File: config.mk
export PLATFORM = sky130hd
export DESIGN_NAME = beverage_payout_ctrl
export DESIGN_NICKNAME = d
export VERILOG_FILES = /design/src/rtl/beverage_payout_ctrl.sv
export SDC_FILE = /design/constraint.sdc
export NUM_CORES = 1
export LEC_CHECK = 0
export BUFFER_PORTS_ARGS = -buffer_cell sky130_fd_sc_hd__clkbuf_2
export CORE_UTILIZATION = 31
export CTS_CLUSTER_SIZE = 25
export DETAILED_ROUTE_END_ITERATION = 10
export MAX_ROUTING_LAYER = met4
export PLACE_DENSITY = 0.47
export SETUP_SLACK_MARGIN = 0.4
export SYNTH_ARGS = -nofsm -noshare
export SYNTH_HDL_FRONTEND = slang
export SYNTH_SLANG_ARGS = --single-unit
File: constraint.sdc
create_clock -name clk -period 3.1 [get_ports clk]
set_input_delay 0.465 -clock clk [delete_from_list [all_inputs] [get_ports clk]]
set_output_delay 0.465 -clock clk [all_outputs]
set_load 0.01 [all_outputs]
File: src/rtl/beverage_payout_ctrl.sv
// Output-side actuator sequencer for the beverage vending FSM: buffers vend/change
// pulses in saturating pending counters and times the dispenser, hopper and cash box.
module beverage_payout_ctrl #(
  parameter int unsigned PULSE_CYC   = 4,
  parameter int unsigned GAP_CYC     = 2,
  parameter int unsigned PEND_W      = 3,
  parameter int unsigned ACK_TIMEOUT = 16
) (
  input  logic              clk,
  input  logic              rst,
  input  logic              dispense,
  input  logic              change_out,
  input  logic              collect,
  input  logic              drink_ack,
  output logic              drink_req,
  output logic              hopper_fire,
  output logic              cashbox_gate,
  output logic              busy,
  output logic [PEND_W-1:0] pend_drink,
  output logic [PEND_W-1:0] pend_change,
  output logic              overflow,
  output logic              fault
);

  localparam int unsigned TMAX_A = (PULSE_CYC > GAP_CYC) ? PULSE_CYC : GAP_CYC;
  localparam int unsigned TMAX   = (ACK_TIMEOUT > TMAX_A) ? ACK_TIMEOUT : TMAX_A;
  localparam int unsigned TMR_W  = $clog2(TMAX + 1);
  localparam int unsigned CB_W   = $clog2(PULSE_CYC + 1);

  typedef enum logic [2:0] {
    S_IDLE,
    S_DRINK_REQ,
    S_DRINK_REL,
    S_HOP_ON,
    S_HOP_GAP,
    S_FAULT
  } state_e;

  state_e             state_q, state_d;
  logic [TMR_W-1:0]   timer_q, timer_d;
  logic [PEND_W-1:0]  pend_drink_q, pend_drink_d;
  logic [PEND_W-1:0]  pend_change_q, pend_change_d;
  logic               overflow_q, overflow_d;
  logic [CB_W-1:0]    cb_cnt_q, cb_cnt_d;
  logic               take_drink, take_change;
  logic               drink_drop, change_drop;

  // Returns {dropped, next_count}; a simultaneous increment and decrement cancel.
  function automatic logic [PEND_W:0] pend_next(input logic [PEND_W-1:0] cnt,
                                                input logic inc, input logic dec);
    logic [PEND_W:0] r;
    r = {1'b0, cnt};
    if (inc && !dec) begin
      if (cnt == '1) r[PEND_W] = 1'b1;
      else           r = {1'b0, cnt + PEND_W'(1)};
    end else if (dec && !inc) begin
      r = {1'b0, cnt - PEND_W'(1)};
    end
    return r;
  endfunction

  always_ff @(posedge clk) begin
    if (rst) begin
      state_q <= S_IDLE;
      timer_q <= '0;
    end else begin
      state_q <= state_d;
      timer_q <= timer_d;
    end
  end

  always_comb begin
    state_d     = state_q;
    timer_d     = timer_q;
    take_drink  = 1'b0;
    take_change = 1'b0;
    case (state_q)
      S_IDLE: begin
        if (pend_drink_q != '0) begin
          state_d    = S_DRINK_REQ;
          timer_d    = '0;
          take_drink = 1'b1;
        end else if (pend_change_q != '0) begin
          state_d     = S_HOP_ON;
          timer_d     = '0;
          take_change = 1'b1;
        end
      end
      S_DRINK_REQ: begin
        if (drink_ack)                                  state_d = S_DRINK_REL;
        else if (timer_q == TMR_W'(ACK_TIMEOUT - 1))    state_d = S_FAULT;
        else                                            timer_d = timer_q + TMR_W'(1);
      end
      S_DRINK_REL: begin
        if (!drink_ack) state_d = S_IDLE;
      end
      S_HOP_ON: begin
        if (timer_q == TMR_W'(PULSE_CYC - 1)) begin
          state_d = S_HOP_GAP;
          timer_d = '0;
        end else begin
          timer_d = timer_q + TMR_W'(1);
        end
      end
      S_HOP_GAP: begin
        // Back-to-back coins skip IDLE unless a drink is waiting, which must win.
        if (timer_q == TMR_W'(GAP_CYC - 1)) begin
          timer_d = '0;
          if (pend_change_q != '0 && pend_drink_q == '0) begin
            state_d     = S_HOP_ON;
            take_change = 1'b1;
          end else begin
            state_d = S_IDLE;
          end
        end else begin
          timer_d = timer_q + TMR_W'(1);
        end
      end
      S_FAULT: ;
      default: state_d = S_IDLE;
    endcase
  end

  always_comb begin
    drink_req   = (state_q == S_DRINK_REQ);
    hopper_fire = (state_q == S_HOP_ON);
    fault       = (state_q == S_FAULT);
    busy        = (state_q != S_IDLE) || (pend_drink_q != '0) || (pend_change_q != '0);
  end

  always_comb begin
    {drink_drop, pend_drink_d}   = pend_next(pend_drink_q, dispense, take_drink);
    {change_drop, pend_change_d} = pend_next(pend_change_q, change_out, take_change);
    overflow_d = overflow_q | drink_drop | change_drop;
    if (collect)               cb_cnt_d = CB_W'(PULSE_CYC);
    else if (cb_cnt_q != '0)   cb_cnt_d = cb_cnt_q - CB_W'(1);
    else                       cb_cnt_d = cb_cnt_q;
  end

  always_ff @(posedge clk) begin
    if (rst) begin
      pend_drink_q  <= '0;
      pend_change_q <= '0;
      overflow_q    <= 1'b0;
      cb_cnt_q      <= '0;
    end else begin
      pend_drink_q  <= pend_drink_d;
      pend_change_q <= pend_change_d;
      overflow_q    <= overflow_d;
      cb_cnt_q      <= cb_cnt_d;
    end
  end

  assign pend_drink   = pend_drink_q;
  assign pend_change  = pend_change_q;
  assign overflow     = overflow_q;
  assign cashbox_gate = (cb_cnt_q != '0);

endmodule

==> flow_summary.toml <==
[status]
status = "complete, no violations"

[worst_setup_path]
reg2reg_slack_ns = 0.70
required_ns = 3.26
cp_max_fo = 10
cp-end-kind = "flip-flop"
r2r_end = "pend_change[2]$_SDFFE_PP0P_"
worst-setup-path-type = "reg2reg"
rr_startpoint = "state_q[2]$_SDFFE_PP0P_"
reg2reg_depth = 7
cp-start-kind = "flip-flop"
endpoint = "pend_change[2]$_SDFFE_PP0P_"
critPathLaunch = "state_q[2]$_SDFFE_PP0P_"
worstPathArrival_ns = 2.56

[timing]
timing.final.crit_share = 0.773
slew_headroom = 0.612
fmax_mhz = 417
period_minus_slack_ns = 2.40
tightestPinTransition_ns = 0.577
final_max_slew_viol_count = 0
rsz0062_at_grt = "false"
hold_violations = 0
setup_violations = 0
setup_tns_ns = 0
fin_skew_ns = 0.0112

[cts]
cts_buffers = 3
clock_latency_ns = 0.26
htree_num_levels = 1
cts_hold_buf = 0
cts.sinks = 18
clockBufferDepth = 2
path_clk_slew_ns = 0.08
cts_tree = "built"
cts_root_buf = "clkbuf_8"

[global_route]
grt_max_degree = 23
grt-ovfl-total = 0
track_usage = 0.147
grt_pass1_wl_mm = 4.89
antenna_found_initial = 0
grt_pass1_vias = 1045

[drt]
route.detailed.drc = 0
routed_via_density = 5.35
via_count = 1150
final_antenna_net_count = 0
dr.pass1.iters = 4
first_iter_violations = 62
wirelength_mm = 2.90
avgRoutedWirePerCell_um = 13.5

[floorplanning]
pin_count = 18
rows = 23
die_x_um = 67.2
dieHeight_um = 67.2
die_area_um2 = 4510
initial_core_util = 0.327
fp.coreArea_um2 = 4030

[hold_path]
hold_path_class = "in2reg"
whs_path_depth = 2

[synth]
synth_warnings = 0
synthArstFlopShare = 0
netlist_area_um2 = 1320
syn_inst = 151
syn_avg_cell_area_um2 = 8.72
synth-edff-count = 0
synth_top_area_frac = 0.274
synth_seq_cells = 18
syn_nets = 165
seq_area_frac_synth = 0.274
synth.distinct_cells = 49
synth_top_area_cell = "dfxtp_1"
synth_common_cells = "18 x dfxtp_1, 15 x inv_1, 11 x nor2_1"
ys_top_cells_by_area = "dfxtp_1 27%, ha_1 5.7%, inv_1 4.3%, nor2_1 3.1%, fa_1 3.0%"
synth_most_common_cell = "dfxtp_1"
synth_flop_cell = "dfxtp_1"

[finish]
fill_cells = 446
layout-drive-gt1-share = 0.267
fin_nets = 180
utilization = 0.365
syn2layout_area_growth_pct = 11.8
antenna-diode-count = 0

[run]
max_cap_violations = 0

[power_and_ir_drop]
irDropWorstVdd_mv = 0.300
cellLeakagePower_nw = 0.610
power_density_nw_per_um2 = 910

[placed_design]
io_buffers = 17
hpwlAfterDp_mm = 2.11
gp_congestion = 0.809
## metal layers
| metal | wire length (um) | track usage | up-vias |
|---|---|---|---|
| li1 | - | - | 584 |
| met2 | 1310 | 0.226 | 15 |
| met1 | 1490 | 0.194 | 549 |
| met3 | 77 | 0.0253 | 2 |
| met5 | 0 | - | - |
| met4 | 17 | 0.0479 | 0 |
## layout by cell type (no fill, tap or decap), drive strengths merged, types with 3 or more instances in the layout
cell type,n
nand3,4
nor2b,5
mux2,4
or2,3
o211ai,5
o2111ai,3
a21oi,6
nor4,3
a31oi,4
and3,6
a211oi,3
nor2,11
o21ai,6
dfxtp,18
o32ai,3
nand2,6
nor3,6
ha,6
clkbuf,21
inv,15
or3,4
## through the flow
stage | area, um2 | cells | worst slack (ns) | hold slack, ns | power, W
after floorplan | 1320 | 151 | 0.879 | 0.490 | 0.000996
after global placement | 1410 | 211 | 0.728 | 0.508 | 0.00112
after detailed placement | 1410 | 211 | 0.676 | 0.514 | 0.00113
after CTS | 1470 | 215 | 0.659 | 0.399 | 0.00134
after global routing | 1470 | 215 | 0.455 | 0.400 | 0.00146
final | 1470 | 215 | 0.704 | 0.400 | 0.00134
## state kept, by name, summed over array words and instances, names as in the netlist
register / cells
cb_cnt_q: 3
overflow: 1
timer_q: 5
state_q: 3
pend_drink: 3
pend_change: 3
## power breakdown
part,switching (W),internal [W],total (W)
Sequential,0.000121,0.000294,0.000415
Clock,0.0000899,0.000113,0.000203
Combinational,0.000399,0.000322,0.000721
## area by class of cell
cell class	count	area (um2)	area share
Tap cell	50	62.6	0.0425
Clock buffer	4	55.1	0.0374
Timing Repair Buffer	17	85.1	0.0578
Multi-Input combinational cell	111	852	0.579
Inverter	15	56.3	0.0383
Sequential cell	18	360	0.245
## cells by family after synthesis
logic type / after synthesis / synth area share
AOI/OAI and AO/OA: 41 / 0.235
xor gates and xnor gates: 1 / 0.00666
adders and majority gates: 8 / 0.0875
buffers and inverters: 22 / 0.0817
DFF: 18 / 0.274
muxes: 6 / 0.0523
and+or+nand+nor: 55 / 0.263
## worst min-delay path by stage
stage / startpoint / to / slack, ns
finish: collect / cb_cnt_q[1]$_SDFFE_PP0P_ / 0.40
global route: collect / cb_cnt_q[0]$_SDFFE_PP0P_ / 0.40
CTS: collect / cb_cnt_q[1]$_SDFFE_PP0P_ / 0.40
detailed placement: cb_cnt_q[1]$_SDFFE_PP0P_ / cb_cnt_q[1]$_SDFFE_PP0P_ / 0.51
global placement: cb_cnt_q[1]$_SDFFE_PP0P_ / cb_cnt_q[1]$_SDFFE_PP0P_ / 0.51
floorplan: cb_cnt_q[1]$_SDFFE_PP0P_ / cb_cnt_q[1]$_SDFFE_PP0P_ / 0.49
## repair_timing
action | 4_1_cts | 5_1_grt
gates resized for setup | 0 | 1
setup buffers | 0 | 0
endpoints found under the setup margin | 0 | 1
## critical path, cell delays in order (launching register included)
cell and delay (ns):
dfxtp_1 0.56, inv_1 0.24, o2111ai_2 0.36, nand2_1 0.12
fa_1 0.38, and3_1 0.16, mux2i_1 0.14, mux2_2 0.34
(Power assumes the default switching activity.)
